$ cat src/rtl/arith_exec_port_pkg.sv
// Shared definitions for the dual-lane arithmetic execution port:
// opcode values, function-type encodings and flag bit positions.
package arith_exec_port_pkg;

  localparam logic [6:0] OP_NOP = 7'h00;
  localparam logic [6:0] OP_ADD = 7'h01;
  localparam logic [6:0] OP_SUB = 7'h02;
  localparam logic [6:0] OP_AND = 7'h03;
  localparam logic [6:0] OP_OR  = 7'h04;
  localparam logic [6:0] OP_XOR = 7'h05;
  localparam logic [6:0] OP_SHL = 7'h06;
  localparam logic [6:0] OP_SHR = 7'h07;
  localparam logic [6:0] OP_MOV = 7'h08;
  localparam logic [6:0] OP_MUL = 7'h09;
  localparam logic [6:0] OP_CMP = 7'h0A;

  typedef enum logic [1:0] {
    FT_ARITH  = 2'b00,
    FT_LDST   = 2'b01,
    FT_BRANCH = 2'b10,
    FT_RSVD   = 2'b11
  } ftype_e;

  localparam int FLAG_Z = 3;
  localparam int FLAG_N = 2;
  localparam int FLAG_C = 1;
  localparam int FLAG_V = 0;

  function automatic logic op_is_legal(input logic [6:0] op);
    return (op <= OP_CMP);
  endfunction

endpackage

$ cat src/rtl/arith_lane.sv
// One execution lane: E1 operand capture (with MUL partial products),
// E2 ALU, flag update, writeback strobe and retired counter.
module arith_lane
  import arith_exec_port_pkg::*;
#(
  parameter int DATA_W = 16,
  parameter int ADDR_W = 5
) (
  input  logic              clk_i,
  input  logic              rst_ni,
  input  logic              enable_i,
  input  logic              wb_i,
  input  logic [6:0]        op_i,
  input  logic [ADDR_W-1:0] addr_i,
  input  logic [DATA_W-1:0] prim_i,
  input  logic [DATA_W-1:0] sec_i,
  input  logic [1:0]        ftype_i,
  input  logic              suppress_i,
  output logic              wb_next_o,
  output logic [ADDR_W-1:0] addr_next_o,
  output logic              wb_o,
  output logic [ADDR_W-1:0] wb_addr_o,
  output logic [DATA_W-1:0] wb_val_o,
  output logic [3:0]        flags_o,
  output logic              illegal_o,
  output logic [15:0]       retired_o
);

  localparam int HALF = DATA_W / 2;
  localparam int MSB  = DATA_W - 1;

  logic              e1_valid_d, e1_valid_q;
  logic              e1_wb_d, e1_wb_q;
  logic [6:0]        e1_op_d, e1_op_q;
  logic [ADDR_W-1:0] e1_addr_d, e1_addr_q;
  logic [DATA_W-1:0] e1_prim_d, e1_prim_q;
  logic [DATA_W-1:0] e1_sec_d, e1_sec_q;
  logic [DATA_W-1:0] e1_pp_lo_d, e1_pp_lo_q;
  logic [DATA_W-1:0] e1_pp_hi_d, e1_pp_hi_q;
  logic [DATA_W-1:0] sec_lo_s, sec_hi_s;

  logic [DATA_W:0]   sum_s, diff_s, shl_s, shr_s;
  logic [DATA_W-1:0] res_s;
  logic              carry_s, ovf_s, legal_s, exec_s;
  logic [3:0]        flags_new_s;

  logic              wb_d, wb_q;
  logic [ADDR_W-1:0] wb_addr_d, wb_addr_q;
  logic [DATA_W-1:0] wb_val_d, wb_val_q;
  logic [3:0]        flags_d, flags_q;
  logic              illegal_d, illegal_q;
  logic [15:0]       retired_d, retired_q;

  // E1 capture; the multiplier is split into two half-width partial products here
  always_comb begin
    e1_valid_d = enable_i & (ftype_i == FT_ARITH);
    e1_wb_d    = wb_i;
    e1_op_d    = op_i;
    e1_addr_d  = addr_i;
    e1_prim_d  = prim_i;
    e1_sec_d   = sec_i;
    sec_lo_s   = {{(DATA_W-HALF){1'b0}}, sec_i[HALF-1:0]};
    sec_hi_s   = {{HALF{1'b0}}, sec_i[DATA_W-1:HALF]};
    e1_pp_lo_d = prim_i * sec_lo_s;
    e1_pp_hi_d = prim_i * sec_hi_s;
  end

  // E2 ALU evaluated in DATA_W+1 bits so carry/borrow fall out of the top bit
  always_comb begin
    sum_s   = {1'b0, e1_prim_q} + {1'b0, e1_sec_q};
    diff_s  = {1'b0, e1_prim_q} - {1'b0, e1_sec_q};
    shl_s   = {1'b0, e1_prim_q} << e1_sec_q[3:0];
    shr_s   = {e1_prim_q, 1'b0} >> e1_sec_q[3:0];
    res_s   = {DATA_W{1'b0}};
    carry_s = 1'b0;
    ovf_s   = 1'b0;
    case (e1_op_q)
      OP_ADD: begin
        res_s   = sum_s[DATA_W-1:0];
        carry_s = sum_s[DATA_W];
        ovf_s   = (e1_prim_q[MSB] == e1_sec_q[MSB]) & (sum_s[MSB] != e1_prim_q[MSB]);
      end
      OP_SUB, OP_CMP: begin
        res_s   = diff_s[DATA_W-1:0];
        carry_s = diff_s[DATA_W];
        ovf_s   = (e1_prim_q[MSB] != e1_sec_q[MSB]) & (diff_s[MSB] != e1_prim_q[MSB]);
      end
      OP_AND: res_s = e1_prim_q & e1_sec_q;
      OP_OR:  res_s = e1_prim_q | e1_sec_q;
      OP_XOR: res_s = e1_prim_q ^ e1_sec_q;
      OP_SHL: begin
        res_s   = shl_s[DATA_W-1:0];
        carry_s = shl_s[DATA_W];
      end
      OP_SHR: begin
        res_s   = shr_s[DATA_W:1];
        carry_s = shr_s[0];
      end
      OP_MOV: res_s = e1_sec_q;
      OP_MUL: res_s = e1_pp_lo_q + (e1_pp_hi_q << HALF);
      default: res_s = {DATA_W{1'b0}};
    endcase
    flags_new_s         = 4'b0000;
    flags_new_s[FLAG_Z] = (res_s == {DATA_W{1'b0}});
    flags_new_s[FLAG_N] = res_s[MSB];
    flags_new_s[FLAG_C] = carry_s;
    flags_new_s[FLAG_V] = ovf_s;
  end

  // E2 qualification: strobe, illegal pulse, flag and counter updates
  always_comb begin
    legal_s     = op_is_legal(e1_op_q);
    exec_s      = e1_valid_q & legal_s & (e1_op_q != OP_NOP);
    wb_next_o   = exec_s & e1_wb_q & (e1_op_q != OP_CMP);
    addr_next_o = e1_addr_q;
    wb_d        = wb_next_o & ~suppress_i;
    illegal_d   = e1_valid_q & ~legal_s;
    if (exec_s) begin
      flags_d   = flags_new_s;
      retired_d = retired_q + 16'd1;
    end else begin
      flags_d   = flags_q;
      retired_d = retired_q;
    end
    if (wb_d) begin
      wb_addr_d = e1_addr_q;
      wb_val_d  = res_s;
    end else begin
      wb_addr_d = wb_addr_q;
      wb_val_d  = wb_val_q;
    end
  end

  // Pipeline and architectural state registers
  always_ff @(posedge clk_i or negedge rst_ni) begin
    if (!rst_ni) begin
      e1_valid_q <= 1'b0;
      e1_wb_q    <= 1'b0;
      e1_op_q    <= 7'h00;
      e1_addr_q  <= {ADDR_W{1'b0}};
      e1_prim_q  <= {DATA_W{1'b0}};
      e1_sec_q   <= {DATA_W{1'b0}};
      e1_pp_lo_q <= {DATA_W{1'b0}};
      e1_pp_hi_q <= {DATA_W{1'b0}};
      wb_q       <= 1'b0;
      wb_addr_q  <= {ADDR_W{1'b0}};
      wb_val_q   <= {DATA_W{1'b0}};
      flags_q    <= 4'b0000;
      illegal_q  <= 1'b0;
      retired_q  <= 16'h0000;
    end else begin
      e1_valid_q <= e1_valid_d;
      e1_wb_q    <= e1_wb_d;
      e1_op_q    <= e1_op_d;
      e1_addr_q  <= e1_addr_d;
      e1_prim_q  <= e1_prim_d;
      e1_sec_q   <= e1_sec_d;
      e1_pp_lo_q <= e1_pp_lo_d;
      e1_pp_hi_q <= e1_pp_hi_d;
      wb_q       <= wb_d;
      wb_addr_q  <= wb_addr_d;
      wb_val_q   <= wb_val_d;
      flags_q    <= flags_d;
      illegal_q  <= illegal_d;
      retired_q  <= retired_d;
    end
  end

  assign wb_o      = wb_q;
  assign wb_addr_o = wb_addr_q;
  assign wb_val_o  = wb_val_q;
  assign flags_o   = flags_q;
  assign illegal_o = illegal_q;
  assign retired_o = retired_q;

endmodule

$ cat src/rtl/arith_exec_port.sv
// Dual-lane arithmetic execution port. Lane B is the younger instruction, so a
// same-address writeback collision drops lane A's strobe before it is registered.
module arith_exec_port
  import arith_exec_port_pkg::*;
#(
  parameter int DATA_W = 16,
  parameter int ADDR_W = 5
) (
  input  logic              clock_i,
  input  logic              reset_i,
  input  logic              enableA_i,
  input  logic              enableB_i,
  input  logic              wbA_i,
  input  logic              wbB_i,
  input  logic [6:0]        opCodeA_i,
  input  logic [6:0]        opCodeB_i,
  input  logic [ADDR_W-1:0] regAddrA_i,
  input  logic [ADDR_W-1:0] regAddrB_i,
  input  logic [DATA_W-1:0] primOperandA_i,
  input  logic [DATA_W-1:0] primOperandB_i,
  input  logic [DATA_W-1:0] secOperandA_i,
  input  logic [DATA_W-1:0] secOperandB_i,
  input  logic [1:0]        functionTypeA_i,
  input  logic [1:0]        functionTypeB_i,
  output logic              wbA_arith_o,
  output logic              wbB_arith_o,
  output logic [ADDR_W-1:0] wbAddrA_arith_o,
  output logic [ADDR_W-1:0] wbAddrB_arith_o,
  output logic [DATA_W-1:0] wbValA_arith_o,
  output logic [DATA_W-1:0] wbValB_arith_o,
  output logic [3:0]        flagsA_o,
  output logic [3:0]        flagsB_o,
  output logic              illegalA_o,
  output logic              illegalB_o,
  output logic [15:0]       retiredA_o,
  output logic [15:0]       retiredB_o
);

  logic              wb_next_a_s, wb_next_b_s, suppress_a_s;
  logic [ADDR_W-1:0] addr_next_a_s, addr_next_b_s;

  // Collision check uses the E2 next-state strobes so the output stays registered
  always_comb begin
    suppress_a_s = wb_next_a_s & wb_next_b_s & (addr_next_a_s == addr_next_b_s);
  end

  arith_lane #(.DATA_W(DATA_W), .ADDR_W(ADDR_W)) u_lane_a (
    .clk_i      (clock_i),
    .rst_ni     (reset_i),
    .enable_i   (enableA_i),
    .wb_i       (wbA_i),
    .op_i       (opCodeA_i),
    .addr_i     (regAddrA_i),
    .prim_i     (primOperandA_i),
    .sec_i      (secOperandA_i),
    .ftype_i    (functionTypeA_i),
    .suppress_i (suppress_a_s),
    .wb_next_o  (wb_next_a_s),
    .addr_next_o(addr_next_a_s),
    .wb_o       (wbA_arith_o),
    .wb_addr_o  (wbAddrA_arith_o),
    .wb_val_o   (wbValA_arith_o),
    .flags_o    (flagsA_o),
    .illegal_o  (illegalA_o),
    .retired_o  (retiredA_o)
  );

  arith_lane #(.DATA_W(DATA_W), .ADDR_W(ADDR_W)) u_lane_b (
    .clk_i      (clock_i),
    .rst_ni     (reset_i),
    .enable_i   (enableB_i),
    .wb_i       (wbB_i),
    .op_i       (opCodeB_i),
    .addr_i     (regAddrB_i),
    .prim_i     (primOperandB_i),
    .sec_i      (secOperandB_i),
    .ftype_i    (functionTypeB_i),
    .suppress_i (1'b0),
    .wb_next_o  (wb_next_b_s),
    .addr_next_o(addr_next_b_s),
    .wb_o       (wbB_arith_o),
    .wb_addr_o  (wbAddrB_arith_o),
    .wb_val_o   (wbValB_arith_o),
    .flags_o    (flagsB_o),
    .illegal_o  (illegalB_o),
    .retired_o  (retiredB_o)
  );

endmodule

$ cat config.mk
export PLATFORM = sky130hd
export DESIGN_NAME = arith_exec_port
export DESIGN_NICKNAME = d
export VERILOG_FILES = /design/src/rtl/arith_exec_port_pkg.sv /design/src/rtl/arith_lane.sv /design/src/rtl/arith_exec_port.sv
export SDC_FILE = /design/constraint.sdc
export NUM_CORES = 1
export LEC_CHECK = 0
export CAP_MARGIN = 20
export CELL_PAD_IN_SITES_DETAIL_PLACEMENT = 0
export CELL_PAD_IN_SITES_GLOBAL_PLACEMENT = 1
export CORE_MARGIN = 3
export CORE_UTILIZATION = 42
export DETAILED_ROUTE_END_ITERATION = 7
export GPL_TIMING_DRIVEN = 0
export PLACE_DENSITY = 0.9
export SLEW_MARGIN = 30
export SYNTH_ARGS = -nofsm -noshare
export SYNTH_HDL_FRONTEND = slang
export SYNTH_SLANG_ARGS = --single-unit
$ cat constraint.sdc
create_clock -name clock_i -period 3.44 [get_ports clock_i]
set_input_delay 0.516 -clock clock_i [delete_from_list [all_inputs] [get_ports clock_i]]
set_output_delay 0.516 -clock clock_i [all_outputs]
set_load 0.01 [all_outputs]
# ---- Yosys cells after proc, flatten, opt, wreduce, memory -nomap -nowiden
# Cells that the tools add are included.
dict set report word_totals {
  wordCells 119
  output_inout_bits 86
  reg_bits 226
  in_bits 98
}
dict set report op_classes {
  addsub 8
  n_shift 4
  mul 4
  reduce_logical 8
  order_cmp 2
  n_eq_ne 31
  n_bitwise 28
  muxes 6
}
# operator n
set ops {}
lappend ops {{$pmux W16 S9} 2}
lappend ops {{$eq A7 B3 Y1 const B} 8}
lappend ops {{$eq A7 B4 Y1 const B} 6}
lappend ops {{$add A16 B16 Y17} 2}
lappend ops {{$shl A16 B4 Y17} 2}
lappend ops {{$shr A17 B4 Y17} 2}
lappend ops {{$sub A16 B16 Y17} 2}
lappend ops {{$add A16 B1 Y16 const B} 2}
lappend ops {{$add A16 B16 Y16} 2}
lappend ops {{$and A16 B16 Y16} 2}
lappend ops {{$logic_not A16 Y1} 2}
lappend ops {{$mul A16 B8 Y16} 2}
lappend ops {{$mul A16 B8 Y8} 2}
lappend ops {{$or A16 B16 Y16} 2}
lappend ops {{$xor A16 B16 Y16} 2}
lappend ops {{$eq A7 B2 Y1 const B} 4}
lappend ops {{$and A1 B1 Y1} 19}
lappend ops {{$eq A7 B1 Y1 const B} 2}
lappend ops {{$le A7 B4 Y1 const B} 2}
lappend ops {{$ne A7 B4 Y1 const B} 2}
lappend ops {{$reduce_bool A7 Y1} 2}
lappend ops {{$pmux W1 S4} 2}
lappend ops {{$ne A1 B1 Y1} 6}
lappend ops {{$eq A5 B5 Y1} 1}
lappend ops {{5 further kinds} 11}

# ---- Depth between registers and ports, before layout
# Gate-level depths: netlist (run 1).
dict set report depth {
  ltp_word 9
  mapped_depth 20
}

# ---- Modules after synthesis
# From an unflattened synthesis (run 1), not the netlist that was laid out.
dict set report unflattened {
  hier_cells 2645
  hier_area_um2 24054.3
}
# mod n_inst area_per_inst_um2 cells_each
set by_module_without_submodules {}
lappend by_module_without_submodules {{arith_lane (u_lane_b)} 1 12045.3 1314}
lappend by_module_without_submodules {{arith_lane (u_lane_a)} 1 11946.5 1322}
lappend by_module_without_submodules {arith_exec_port 1 62.6 9}

# ---- Least setup slack after synthesis (run 1)
# No wires, ideal clock.
dict set report synth_path {
  kind {input-to-reg}
  from {input port primOperandA_i[5]}
  to {register u_lane_a.e1_pp_lo_q[15]}
  t_required_ns 3.360
  slack_ns -0.932
  stages 17
  arrival_time_ns 4.292
  path_cell_list {clkbuf_1 and2_1 fa_1 inv_1 fa_1 inv_1 fa_1 inv_1 fa_1 inv_1 ha_1 a21boi_0 o21ai_0 a21boi_0 o2111ai_1 a31oi_1 xnor2_1}
}
dict set report synth_via {
  elab_chain_len 1
}
# item line_no
set synth_lines {}
lappend synth_lines {{from (decl)} arith_exec_port.sv:19} ;# input logic [DATA_W-1:0] primOperandA_i,
lappend synth_lines {{$mul A16 B8 Y16} arith_lane.sv:64} ;# e1_pp_lo_d = prim_i * sec_lo_s;
lappend synth_lines {{named net u_lane_a.e1_pp_lo_d[15]} arith_lane.sv:38} ;# logic [DATA_W-1:0] e1_pp_lo_d, e1_pp_lo_q;
lappend synth_lines {{to (signal assigned)} arith_lane.sv:143} ;# e1_pp_lo_q <= {DATA_W{1'b0}};
lappend synth_lines {{to (signal assigned)} arith_lane.sv:158} ;# e1_pp_lo_q <= e1_pp_lo_d;
lappend synth_lines {{to (decl)} arith_lane.sv:38}
# The timed path passes the listed nets, and every way through them passes these cells.
# A chain may end at the register's enable or synchronous reset.

# ---- Worst setup path after layout (run 1)
dict set report layout_path {
  from {input port primOperandA_i[1]}
  to {register u_lane_a.e1_pp_lo_q[14]}
}
# Same word-level chain as after synthesis.

==> metrics.md, run 1 <==
| Metric | Value |
|---|---|
| FP Rows | 87 |
| Diode count | 0 |
| Cell taking the most area after synthesis | dfrtp_1 |
| Maximum VDD drop | 0.4786 mV |
| Routed vias/inst | 6.036 |
| Number of CTS-inserted buffers | 25 |
| CTS Buffer Depth | 3 |
| Post-Syn Nets | 3186 |
| Part of the cycle the worst path needs | 1.144 |
| Grt total ovfl | 0 |
| Async SR Flop Fraction | 1.000 |
| Failing checks | setup timing |
| Worst Path Arrival | 4.38 ns |
| Initial core utilization | 0.4281 |
| Number of global-route vias before repair | 23112 |
| Worst setup SP type | input pin |
| Slew HR | 0.4394 |
| Final RePlAce weighted congestion | 1.025 |
| Hold crit path type | in -> reg |
| CP cell instances | buf_12 > buf_8 > and2_1 > fa_2 > fa_1 > inv_1 > fa_1 > fa_1 > inv_1 > ha_4 > inv_4 > o21ai_4 > a21oi_4 > nor2b_4 > o2111ai_2 > nand3_2 > o211a_1 > xor2_1 |
| Core Box Area | 56930 um2 |
| LEAKAGE | 0.01365 uW |
| Fill cells | 5083 |
| WP data required | 3.88 ns |
| Routing usage on met3 | 0.05465 |
| Mean Syn Cell Area | 8.881 um2 |
| Total GRT Usage | 0.3122 |
| Top cells by count, synth | 302 x inv_1, 244 x nand2_1, 226 x dfrtp_1 |
| Max H-tree Level | 1 |
| Number of maximum-capacitance violations | 0 |
| Pin count of the biggest net entering global routing | 93 |
| Ports | 184 |
| Tot Pwr | 14120 uW |
| PortBufs | 183 |
| Count of cell types in the netlist | 94 |
| Sequential-to-total area share from yosys stat | 0.2321 |
| CP dominant cell by count | fa_1 |
| Post-Syn Instances | 2744 |
| Post-synth top area share | 0.2321 |
| Crit path max-delay family | adder cells |
| Worst setup slack after layout | -0.4970 ns |
| Final Util | 0.5386 |
| Antenna violations before repair | 1 |
| Clk_lat worst skew | 0.56 ns |
| CTS root buf | clkbuf_16 |
| Status | finished, violations left |
| CP bufs+invs | 5 |
| TritonCTS clock tree | yes |
| Die width | 246.9 um |
| Endpoints failing hold | 0 |
| Share of post-route cells with drive strength above 1 | 0.1948 |
| Top-count cell post-synth | inv_1 |
| Mapped Area | 24370 um2 |
| Unrepaired setup endpoints after global routing | true |
| PD cells | 460.4 nW/um2 |
| GRT busiest layer | met2 |
| DRC | 0 |
| Worst slew pin tran | 0.8289 ns |
| Worst-path maximum fanout | 8 |
| Post-Place Setup Slack | -1.891 ns |
| Setup Crit Path Kind | in -> reg |
| Final min period | 3.937 ns |
| Layout area overhead | 25.82% |
| Yosys reg bits | 226 |
| Post-DR wirelength/cell | 25.37 um |
| Critical Path Sink Type | flip-flop |
| Pins Over Slew Limit | 0 |
| Worst path slowest cell | fa_1 |
| Final setup fails | 15 |
| Die H | 246.9 um |
| Dpl hpwl | 74.94 mm |
| Reg area | 5675 um2 |
| FMAX | 254.0 MHz |
| Final layout net count | 3493 |
| Total of warnings raised by yosys | 0 |
| M1 GR Usage | 0.4536 |
| DRT Pass-1 Iters | 5 |
| DRT iter0 DRCs | 2331 |
| Via count | 23094 |
| Worst path max stage delay | 0.50 ns |
| Top post-synthesis cells by area | dfrtp_1 23%, fa_1 12%, ha_1 10%, and2_1 5.2%, inv_1 4.7% |
| Footprint of the multi-input gates | 18200 um2 |
| First-pass GRT wire length | 145.0 mm |
| GR Layer Usage met2 | 0.4762 |
| Clock skew | 0.01103 ns |
| Clock-pin slew on the worst setup and hold paths | 0.06 ns |
| DIE AREA | 60950 um2 |
| Post-synth EDFFs | 0 |
| Post-route ant nets | 0 |
| Routed wire length | 97.06 mm |
| Main flop type after synthesis | dfrtp_1 |
| Hold_ws | 0.08782 ns |
| TritonCTS Sinks | 226 |
==> kinds of logic after synthesis <==
family                     count (synthesis)  share of synthesized area
DFF                                      226                     0.2321
xor gates and xnor gates                 129                    0.04636
muxes                                    145                    0.07604
AOI/OAI and AO/OA                        517                     0.1506
and+or+nand+nor                          932                     0.1996
buffers and inverters                    451                    0.07250
adders and majority gates                344                     0.2228
==> worst register-to-register path, cell delays in order, from the launching register on <==
cell and delay [ns]:
dfrtp_2 0.39, buf_4 0.19, buf_2 0.25, buf_2 0.34, mux2i_1 0.41, mux2i_1 0.14, mux2i_1 0.18, o21ai_0 0.20
nor4b_1 0.62, o211a_1 0.28, nand4_1 0.10, nor4_2 0.25, a21o_1 0.12
==> stage by stage <==
| step | std cells | TNS, ns | cell area (um2) |
|---|---|---|---|
| after floorplan | 2744 | -7.218 | 24650 |
| after global placement | 3683 | -1689.00 | 27430 |
| after detailed placement | 3686 | -56.39 | 27540 |
| after CTS | 3797 | -3.239 | 29870 |
| after global routing | 3826 | -5.369 | 30660 |
| final | 3826 | -4.424 | 30660 |
==> layer usage <==
metal  wire, um  vias up
met2      42050     1195
met5         14        -
met1      42110    11530
met4       3447        2
li1           -    10132
met3       9437      235
==> cell usage in the layout (no fill, tap or decap), types with 22 or more instances in the layout <==
| master | n |
|---|---|
| inv_1 | 286 |
| nand2_1 | 236 |
| dfrtp_1 | 210 |
| and2_1 | 183 |
| ha_1 | 163 |
| fa_1 | 139 |
| clkdlybuf4s50_1 | 131 |
| nor2_1 | 122 |
| xnor2_1 | 99 |
| buf_4 | 98 |
| mux2i_1 | 78 |
| o21ai_0 | 77 |
| a21oi_1 | 72 |
| nand3_1 | 61 |
| nor3_1 | 57 |
| clkbuf_1 | 52 |
| buf_2 | 45 |
| mux2_2 | 39 |
| nand4_1 | 35 |
| clkbuf_16 | 33 |
| a211oi_1 | 28 |
| nor2b_1 | 25 |
| xor2_1 | 24 |
| nand2b_1 | 24 |
| o211ai_1 | 23 |
| mux4_2 | 23 |
| a21o_1 | 22 |
==> area by class of cell <==
cell class / count / share of cell area
Inverter: 306 / 0.03836
Multi-Input combinational cell: 2067 / 0.5934
Clock inverter: 9 / 0.002693
Sequential cell: 226 / 0.1851
Timing Repair Buffer: 286 / 0.08961
Clock buffer: 37 / 0.02351
Timing Repair inverter: 1 / 0.0002857
Tap cell: 756 / 0.03085
Buffer: 138 / 0.03616
==> where the power goes <==
part           internal, uW  switching [uW]  total, uW
clock network          1520            1110       2640
logic                  3680            4420       8100
registers              3050             332       3380
total                  8250            5870      14100
==> timing repair <==
item | in CTS | in global routing
cloned | 2 | 2
pin swaps | 84 | 64
hold endpoints to repair | 43 | 0
hold buffers | 1 | 0
resized for setup | 469 | 187
setup endpoints to repair | 70 | 31
setup buffers | 65 | 32
==> worst paths after layout <==
kind / to / cells past startpoint / startpoint / slack, ns
worst max-delay path: u_lane_a.e1_pp_lo_q[14] / 18 / primOperandA_i[1] / -0.50
worst min-delay path: u_lane_b.e1_sec_q[3] / 1 / secOperandB_i[3] / 0.09
worst max register to register: u_lane_b.flags_o[3] / 12 / u_lane_b.e1_sec_q[1] / -0.10
worst min register to register: u_lane_b.wb_val_o[7] / 2 / u_lane_b.wb_val_o[7] / 0.47
max in group asynchronous: u_lane_a.wb_val_o[0] / 3 / reset_i / 2.17
min in group asynchronous: u_lane_b.e1_pp_lo_q[13] / 2 / reset_i / 0.43
Power figures use the tool's default switching activity.
==> run 2, diff against run 1 <==
--- a/config.mk
+++ b/config.mk
@@ -10,6 +10,7 @@
 export CELL_PAD_IN_SITES_GLOBAL_PLACEMENT = 1
 export CORE_MARGIN = 3
 export CORE_UTILIZATION = 42
+export CTS_CLUSTER_DIAMETER = 80
 export DETAILED_ROUTE_END_ITERATION = 7
 export GPL_TIMING_DRIVEN = 0
 export PLACE_DENSITY = 0.9
==> results of run 2 <==
The final DEF is identical to that of run 1; final timing and power are the same.
==> run 3, diff against run 2 <==
--- a/config.mk
+++ b/config.mk
@@ -9,12 +9,12 @@
 export CELL_PAD_IN_SITES_DETAIL_PLACEMENT = 0
 export CELL_PAD_IN_SITES_GLOBAL_PLACEMENT = 1
 export CORE_MARGIN = 3
-export CORE_UTILIZATION = 42
+export CORE_UTILIZATION = 43
 export CTS_CLUSTER_DIAMETER = 80
 export DETAILED_ROUTE_END_ITERATION = 7
 export GPL_TIMING_DRIVEN = 0
-export PLACE_DENSITY = 0.9
-export SLEW_MARGIN = 30
+export PLACE_DENSITY = 0.92
 export SYNTH_ARGS = -nofsm -noshare
 export SYNTH_HDL_FRONTEND = slang
+export SYNTH_HIERARCHICAL = 1
 export SYNTH_SLANG_ARGS = --single-unit
==> metrics.md, run 3 <==
| Metric | Value |
|---|---|
| Dpl hpwl | 71.03 mm (-5.2%) |
| Worst path max stage delay | 0.53 ns (+0.03 ns) |
| Ports | 184 (unchanged) |
| Maximum VDD drop | 0.8401 mV (+76%) |
| FMAX | 241.7 MHz (-4.9%) |
| Status | finished, violations left |
| Post-Place Setup Slack | -2.081 ns (-0.1904 ns) |
| Initial core utilization | 0.4358 (+0.007707) |
| Pin count of the biggest net entering global routing | 116 (+25%) |
| Hold_buf cts | 0 (-1) |
| WP data required | 3.89 ns (about the same) |
| Pins Over Slew Limit | 0 (unchanged) |
| Synth Area in Adders | 0.2257 (+0.002921) |
| Number of CTS-inserted buffers | 25 (unchanged) |
| Core Box Area | 55200 um2 (-3.0%) |
| Final instance area | 30940 um2 (+0.91%) |
| Number of global-route vias before repair | 22809 (-1.3%) |
| Die H | 242.5 um (-1.8%) |
| Final setup fails | 16 (+1) |
| Placed Cells | 3581 (-2.8%) |
| Worst-path maximum fanout | 3 (-5) |
| Worst setup SP type | input pin |
| Post-route ant nets | 0 (unchanged) |
| Top post-synthesis cells by area | dfrtp_1 24%, fa_1 12%, ha_1 10%, inv_1 4.7%, and2_1 4.6% |
| Dpl cell area | 27350 um2 (-0.67%) |
| FP Rows | 86 (-1.1%) |
| Worst path slowest cell | fa_1 |
| TritonCTS clock tree | yes |
| Worst slew pin tran | 1.288 ns (+0.4589 ns) |
| Number of maximum-capacitance violations | 0 (unchanged) |
| Top-count cell post-synth | inv_1 |
| CTS Buffer Depth | 3 (unchanged) |
| Comb pwr share | 0.568 (-0.006) |
| Mean Syn Cell Area | 9.094 um2 (+2.4%) |
| Final RePlAce weighted congestion | 1.028 (+0.26%) |
| Setup TNS | -4.938 ns (-0.5139 ns) |
| Count of cell types in the netlist | 114 (+21%) |
| Clock-pin slew on the worst setup and hold paths | 0.06 ns (about the same) |
| CTS root buf | clkbuf_16 |
| Commonest non-fill, non-tap cell in the layout | inv_1 |
| Antenna violations before repair | 0 (-1) |
| Top cells by count, synth | 298 x inv_1, 226 x dfrtp_1, 212 x nand2_1 |
| Mapped Area | 24050 um2 (-1.3%) |
| Final Non-Filler Cells | 3771 (-1.4%) |
| Cell taking the most area after synthesis | dfrtp_1 |
| DRT iter0 DRCs | 2107 (-9.6%) |
| Worst setup slack after layout | -0.6982 ns (-0.2012 ns) |
| Part of the cycle the worst path needs | 1.203 (+0.05850) |
| Main flop type after synthesis | dfrtp_1 |
| NetSw | 5800 uW (-1.1%) |
| Max H-tree Level | 1 (unchanged) |
| Final min period | 4.138 ns (+0.2012 ns) |
| Grt total ovfl | 0 (unchanged) |
| DIE AREA | 58810 um2 (-3.5%) |
| Clock share of power | 0.194 (+0.007) |
| Post-Syn Nets | 3087 (-3.1%) |
| Crit path max-delay family | adder cells |
| Main combinational cell family by area after synthesis | adder cells |
| Final layout net count | 3449 (-1.3%) |
| Synth Area in XOR/XNOR | 0.04770 (+0.001336) |
| Unrepaired setup endpoints after global routing | true |
| DRT Pass-1 Iters | 6 (+1) |
| Simple-gate area share of the yosys netlist | 0.1787 (-0.02089) |
| Seq pwr share | 0.238 (about the same) |
| Die width | 242.5 um (-1.8%) |
| Sequential-to-total area share from yosys stat | 0.2351 (+0.003042) |
| PD cells | 463.1 nW/um2 (+0.57%) |
| Yosys reg bits | 226 (unchanged) |
| Worst Path Arrival | 4.59 ns (+0.21 ns) |
| Via count | 22699 (-1.7%) |
| Post-Syn Instances | 2645 (-3.6%) |
| Most frequent cells in the layout | 273 x inv_1, 202 x dfrtp_1, 198 x nand2_1, 162 x nor2_1, 162 x ha_1 |
| Routed vias/inst | 6.019 (-0.28%) |
| Total GRT Usage | 0.3052 (-0.007026) |
| Post-synth EDFFs | 0 (unchanged) |
| Complex-gate fraction of the synthesized area | 0.1594 (+0.008840) |
| LEAKAGE | 0.01381 uW (+1.2%) |
| DRC | 0 (unchanged) |
| Clk_lat worst skew | 0.55 ns (about the same) |
| Hold_ws | -0.02290 ns (-0.1107 ns) |
| CP bufs+invs | 7 (+2) |
| Post-DR wirelength/cell | 24.74 um (-2.5%) |
| Routed wire length | 93.28 mm (-3.9%) |
| CP cell instances | buf_12 > clkbuf_16 > buf_6 > and2_4 > ha_4 > inv_2 > fa_1 > inv_2 > ha_4 > inv_4 > fa_1 > inv_1 > ha_1 > a21o_1 > a21oi_2 > o21ai_4 > a21oi_4 > nand2b_4 > a21boi_2 > o31a_1 > o41ai_2 > xnor2_1 |
| P_int | 8527 uW (+3.4%) |
| Critical Path Sink Type | flip-flop |
| Async SR Flop Fraction | 1.000 (unchanged) |
| Total of warnings raised by yosys | 6 (+6) |
| Setup Crit Path Kind | in -> reg |
| Clock skew | 0.008648 ns (-0.002384 ns) |
| Hold crit path type | in -> async |
| Post-synthesis mux area share | 0.07360 (-0.002436) |
| Sw frac | 0.4048 (-0.01078) |
| Post-synth top area share | 0.2351 (+0.003042) |
| Share of post-route cells with drive strength above 1 | 0.2326 (+0.03784) |
| Failing checks | hold timing, setup timing |
| Tot Pwr | 14330 uW (+1.5%) |
| PortBufs | 183 (unchanged) |
| Endpoints failing hold | 5 (+5) |
| Layout area overhead | 28.62% |
| Slew HR | 0.1335 (-0.3059) |
| First-pass GRT wire length | 139.7 mm (-3.6%) |
| TritonCTS Sinks | 226 (unchanged) |
run 3: cell types whose count changed after synthesis, moves of 10 or more:
cell | before | now
or3_1 | 18 | 8
clkbuf_8 | 0 | 12
mux2i_1 | 79 | 49
nand3_1 | 62 | 29
and2_1 | 202 | 177
nor2_1 | 135 | 169
mux4_2 | 23 | 33
clkbuf_1 | 94 | 71
a21oi_1 | 90 | 116
nor3_1 | 66 | 56
o21ai_0 | 96 | 78
nand2_1 | 244 | 212
nor3b_1 | 18 | 7
run 3: kinds of logic after synthesis:
family          count (synthesis)
xor+xnor                      131
simple gates                  833
compound gates                537
flops                         226
fa+ha+maj                     344
mux                           128
buf+inv                       445
other cells                     1
run 3: area by class of cell:
| type | count | area (um2) |
|---|---|---|
| repair buffers | 339 | 3164 |
| plain buffers | 139 | 1306 |
| fillers | 4848 | 24260 |
| diodes | 1 | 2.502 |
| well taps | 748 | 935.9 |
| flip-flops and latches | 226 | 5685 |
| multi-input cells | 1974 | 17840 |
| clock inverters | 11 | 175.2 |
| clock buffers | 31 | 668.1 |
| inverters | 302 | 1162 |
run 3: per-layer routing:
metal,global-route usage,vias to the layer above,share of wire
met5,0,-,0
met4,0.1006,0,0.032
met3,0.04427,185,0.087
met2,0.4772,1227,0.45
met1,0.4353,11410,0.43
li1,-,9877,-
run 3: repair_timing:
action                                  CTS  global route
endpoints found under the setup margin   50            61
pin swaps                                94           108
gates cloned                              2             1
resized for setup                       425           180
setup buffers                            81            67
run 3: path summary, 6_finish.rpt:
kind / from / end / slack (ns) / cells after the start
hold reg to reg: u_lane_a/retired_o[15] / u_lane_a/retired_o[15] / 0.48 / 1
hold / removal: reset_i / u_lane_b/e1_pp_lo_q[15] / -0.02 / 1
setup / recovery: primOperandB_i[0] / u_lane_b/e1_pp_lo_q[14] / -0.70 / 22
max in group asynchronous: reset_i / u_lane_a/addr_next_o[3] / 2.32 / 2
setup reg to reg: u_lane_b/e1_prim_q[11] / u_lane_b/flags_o[3] / -0.31 / 11
min in group clock_i: secOperandB_i[6] / u_lane_b/e1_sec_q[6] / 0.08 / 1
run 3: power by group through the flow:
stage	sequential [uW]	combinational [uW]	clock, uW
after global placement	3430	6340	0
final	3410	8140	2780
after global routing	3430	8790	2950
after detailed placement	3430	6530	0
after floorplan	3300	4560	0
after CTS	3380	7310	2850
run 3: per-stage QoR:
step	hold WS (ns)	util
CTS	0.03399	0.5401
global placement	0.4608	0.4946
detailed placement	0.4646	0.4955
floorplan	0.2204	-
global route	0.05092	0.5604
finish	-0.02290	0.5605
==> RTL edit (settings of run 2) <==
`ADDR_W` is set to 5 in 2 places; all go to 6.
--- a/src/rtl/arith_lane.sv
+++ b/src/rtl/arith_lane.sv
@@ -5,5 +5,5 @@
 #(
   parameter int DATA_W = 16,
-  parameter int ADDR_W = 5
+  parameter int ADDR_W = 6
 ) (
   input  logic              clk_i,
--- a/src/rtl/arith_exec_port.sv
+++ b/src/rtl/arith_exec_port.sv
@@ -5,5 +5,5 @@
 #(
   parameter int DATA_W = 16,
-  parameter int ADDR_W = 5
+  parameter int ADDR_W = 6
 ) (
   input  logic              clock_i,
Interface: changed (resized regAddrA_i, regAddrB_i, wbAddrA_arith_o and wbAddrB_arith_o); port bits go from 184 to 188. The function was not compared with the original's and may differ.
==> RTL edit against run 2 <==
The flow still finishes with violations (setup timing). Sequential cell count increased by 4. Clock skew increased by 0.0023 ns. Synthesized cell count decreased by 5.6%. Die area decreased by 3.4%. Fmax decreased by 7.3%. Synthesized area decreased by 3.5%. Worst setup slack got worse by 0.31 ns. Final area decreased by 1.8%. Final cell count decreased by 3.1%. Routed wire length decreased by 11%. Utilization increased by 0.58 points. Power decreased by 2.5%. Hold slack got worse by 0.021 ns. Highest routed layer is now met4.
==> RTL edit: results (changes against run 2) <==
<table>
<tr><th>Metric</th><th>Value</th></tr>
<tr><th colspan="2">Outcome</th></tr>
<tr><td>Result of the run</td><td>finished with violations (unchanged)</td></tr>
<tr><td>Violated checks</td><td>setup timing (unchanged)</td></tr>
<tr><th colspan="2">Drt</th></tr>
<tr><td>Wire length on met2</td><td>39300 µm (was 42000 µm)</td></tr>
<tr><td>Detail-routed via count per cell</td><td>5.80 (was 6.04)</td></tr>
<tr><td>Uppermost routed layer</td><td>met4 (was met5)</td></tr>
<tr><th colspan="2">Logic synthesis</th></tr>
<tr><td>Post-synthesis mux area share</td><td>7.32% (was 7.60%)</td></tr>
<tr><td>Post-Synth XOR/XNOR Area</td><td>5.03% (was 4.64%)</td></tr>
<tr><td>Largest cells by area after synthesis</td><td>dfrtp_1 24%, fa_1 13%, ha_1 10% (was dfrtp_1 23%, fa_1 12%, ha_1 10%)</td></tr>
<tr><td>Sequential fraction of the synthesis area</td><td>24.5% (was 23.2%)</td></tr>
<tr><td>Net Count, Synth</td><td>3033 (was 3186)</td></tr>
<tr><th colspan="2">Clocking</th></tr>
<tr><td>Number of sinks on the clock net</td><td>230 (was 226)</td></tr>
<tr><td>Setup repair bufs after CTS</td><td>105 (was 65)</td></tr>
<tr><th colspan="2">Global routing</th></tr>
<tr><td>Global-route track usage on met1</td><td>40.1% (was 45.4%)</td></tr>
<tr><td>Wire length of the first global-routing pass</td><td>132000 µm (was 145000 µm)</td></tr>
<tr><td>Aggregate global-route resource usage</td><td>28.4% (was 31.2%)</td></tr>
<tr><td>Number of global-route vias before repair</td><td>21900 (was 23100)</td></tr>
<tr><th colspan="2">Setup path</th></tr>
<tr><td>Reg2reg path depth</td><td>14 (was 12)</td></tr>
<tr><td>Setup slack, reg-to-reg</td><td>-0.22 ns (was -0.10 ns)</td></tr>
<tr><td>Critical R2R Capture</td><td>u_lane_a.flags_o[3] (was u_lane_b.flags_o[3])</td></tr>
<tr><th colspan="2">Final layout</th></tr>
<tr><td>Multi-input combinational cell area</td><td>17300 µm² (was 18200 µm²)</td></tr>
<tr><td>Clock-cell share of area</td><td>2.82% (was 2.62%)</td></tr>
<tr><td>Clkbuf count</td><td>32 (was 37)</td></tr>
<tr><td>Filler instances</td><td>4979 (was 5083)</td></tr>
<tr><th colspan="2">Power and ir drop</th></tr>
<tr><td>Power attributed to combinational cells</td><td>7.61 mW (was 8.10 mW)</td></tr>
<tr><td>Leak</td><td>13.6 nW (about the same)</td></tr>
<tr><th colspan="2">Timing</th></tr>
<tr><td>Setup violation total in the final timing report</td><td>18 (was 15)</td></tr>
<tr><td>Final setup margin</td><td>-0.807 ns (was -0.497 ns)</td></tr>
<tr><th colspan="2">Hold path</th></tr>
<tr><td>Worst hold path startpoint</td><td>primOperandA_i[5] (was secOperandB_i[3])</td></tr>
<tr><th colspan="2">Placement</th></tr>
<tr><td>Quantity of I/O buffers inserted on ports</td><td>187 (was 183)</td></tr>
</table>
-- RTL edit: changes by cell type after synthesis, sizes merged, moves of 13 or more --
| cell | delta |
|---|---|
| mux2 | +13 |
| nand2 | -49 |
| o21ai | -17 |
| nor3 | -26 |
| clkbuf | -17 |
| mux2i | -40 |
| nor2 | +27 |
| a21oi | +34 |
| nand3 | -17 |
-- RTL edit: stage by stage --
stage	power [mW]	hold WS, ns	setup TNS, ns	instances	setup WS (ns)
floorplan	7.62	0.220	-8.39	2589	-1.01
global placement	9.42	0.462	-1736.61	3524	-7.33
detailed placement	9.61	0.472	-61.93	3527	-2.36
CTS	13.2	0.0562	-6.89	3672	-0.902
global route	14.6	0.0542	-8.70	3704	-0.925
finish	13.8	0.0667	-6.98	3706	-0.807
-- RTL edit: cells by family (layout without fill, tap and decap cells) --
logic type	count (synthesis)	count (layout)
other	0	2
DFF	230	230
and+or+nand+nor	826	826
AOI/OAI and AO/OA	501	501
buffers and inverters	429	796
adders and majority gates	344	344
xor gates and xnor gates	135	135
muxes	124	124
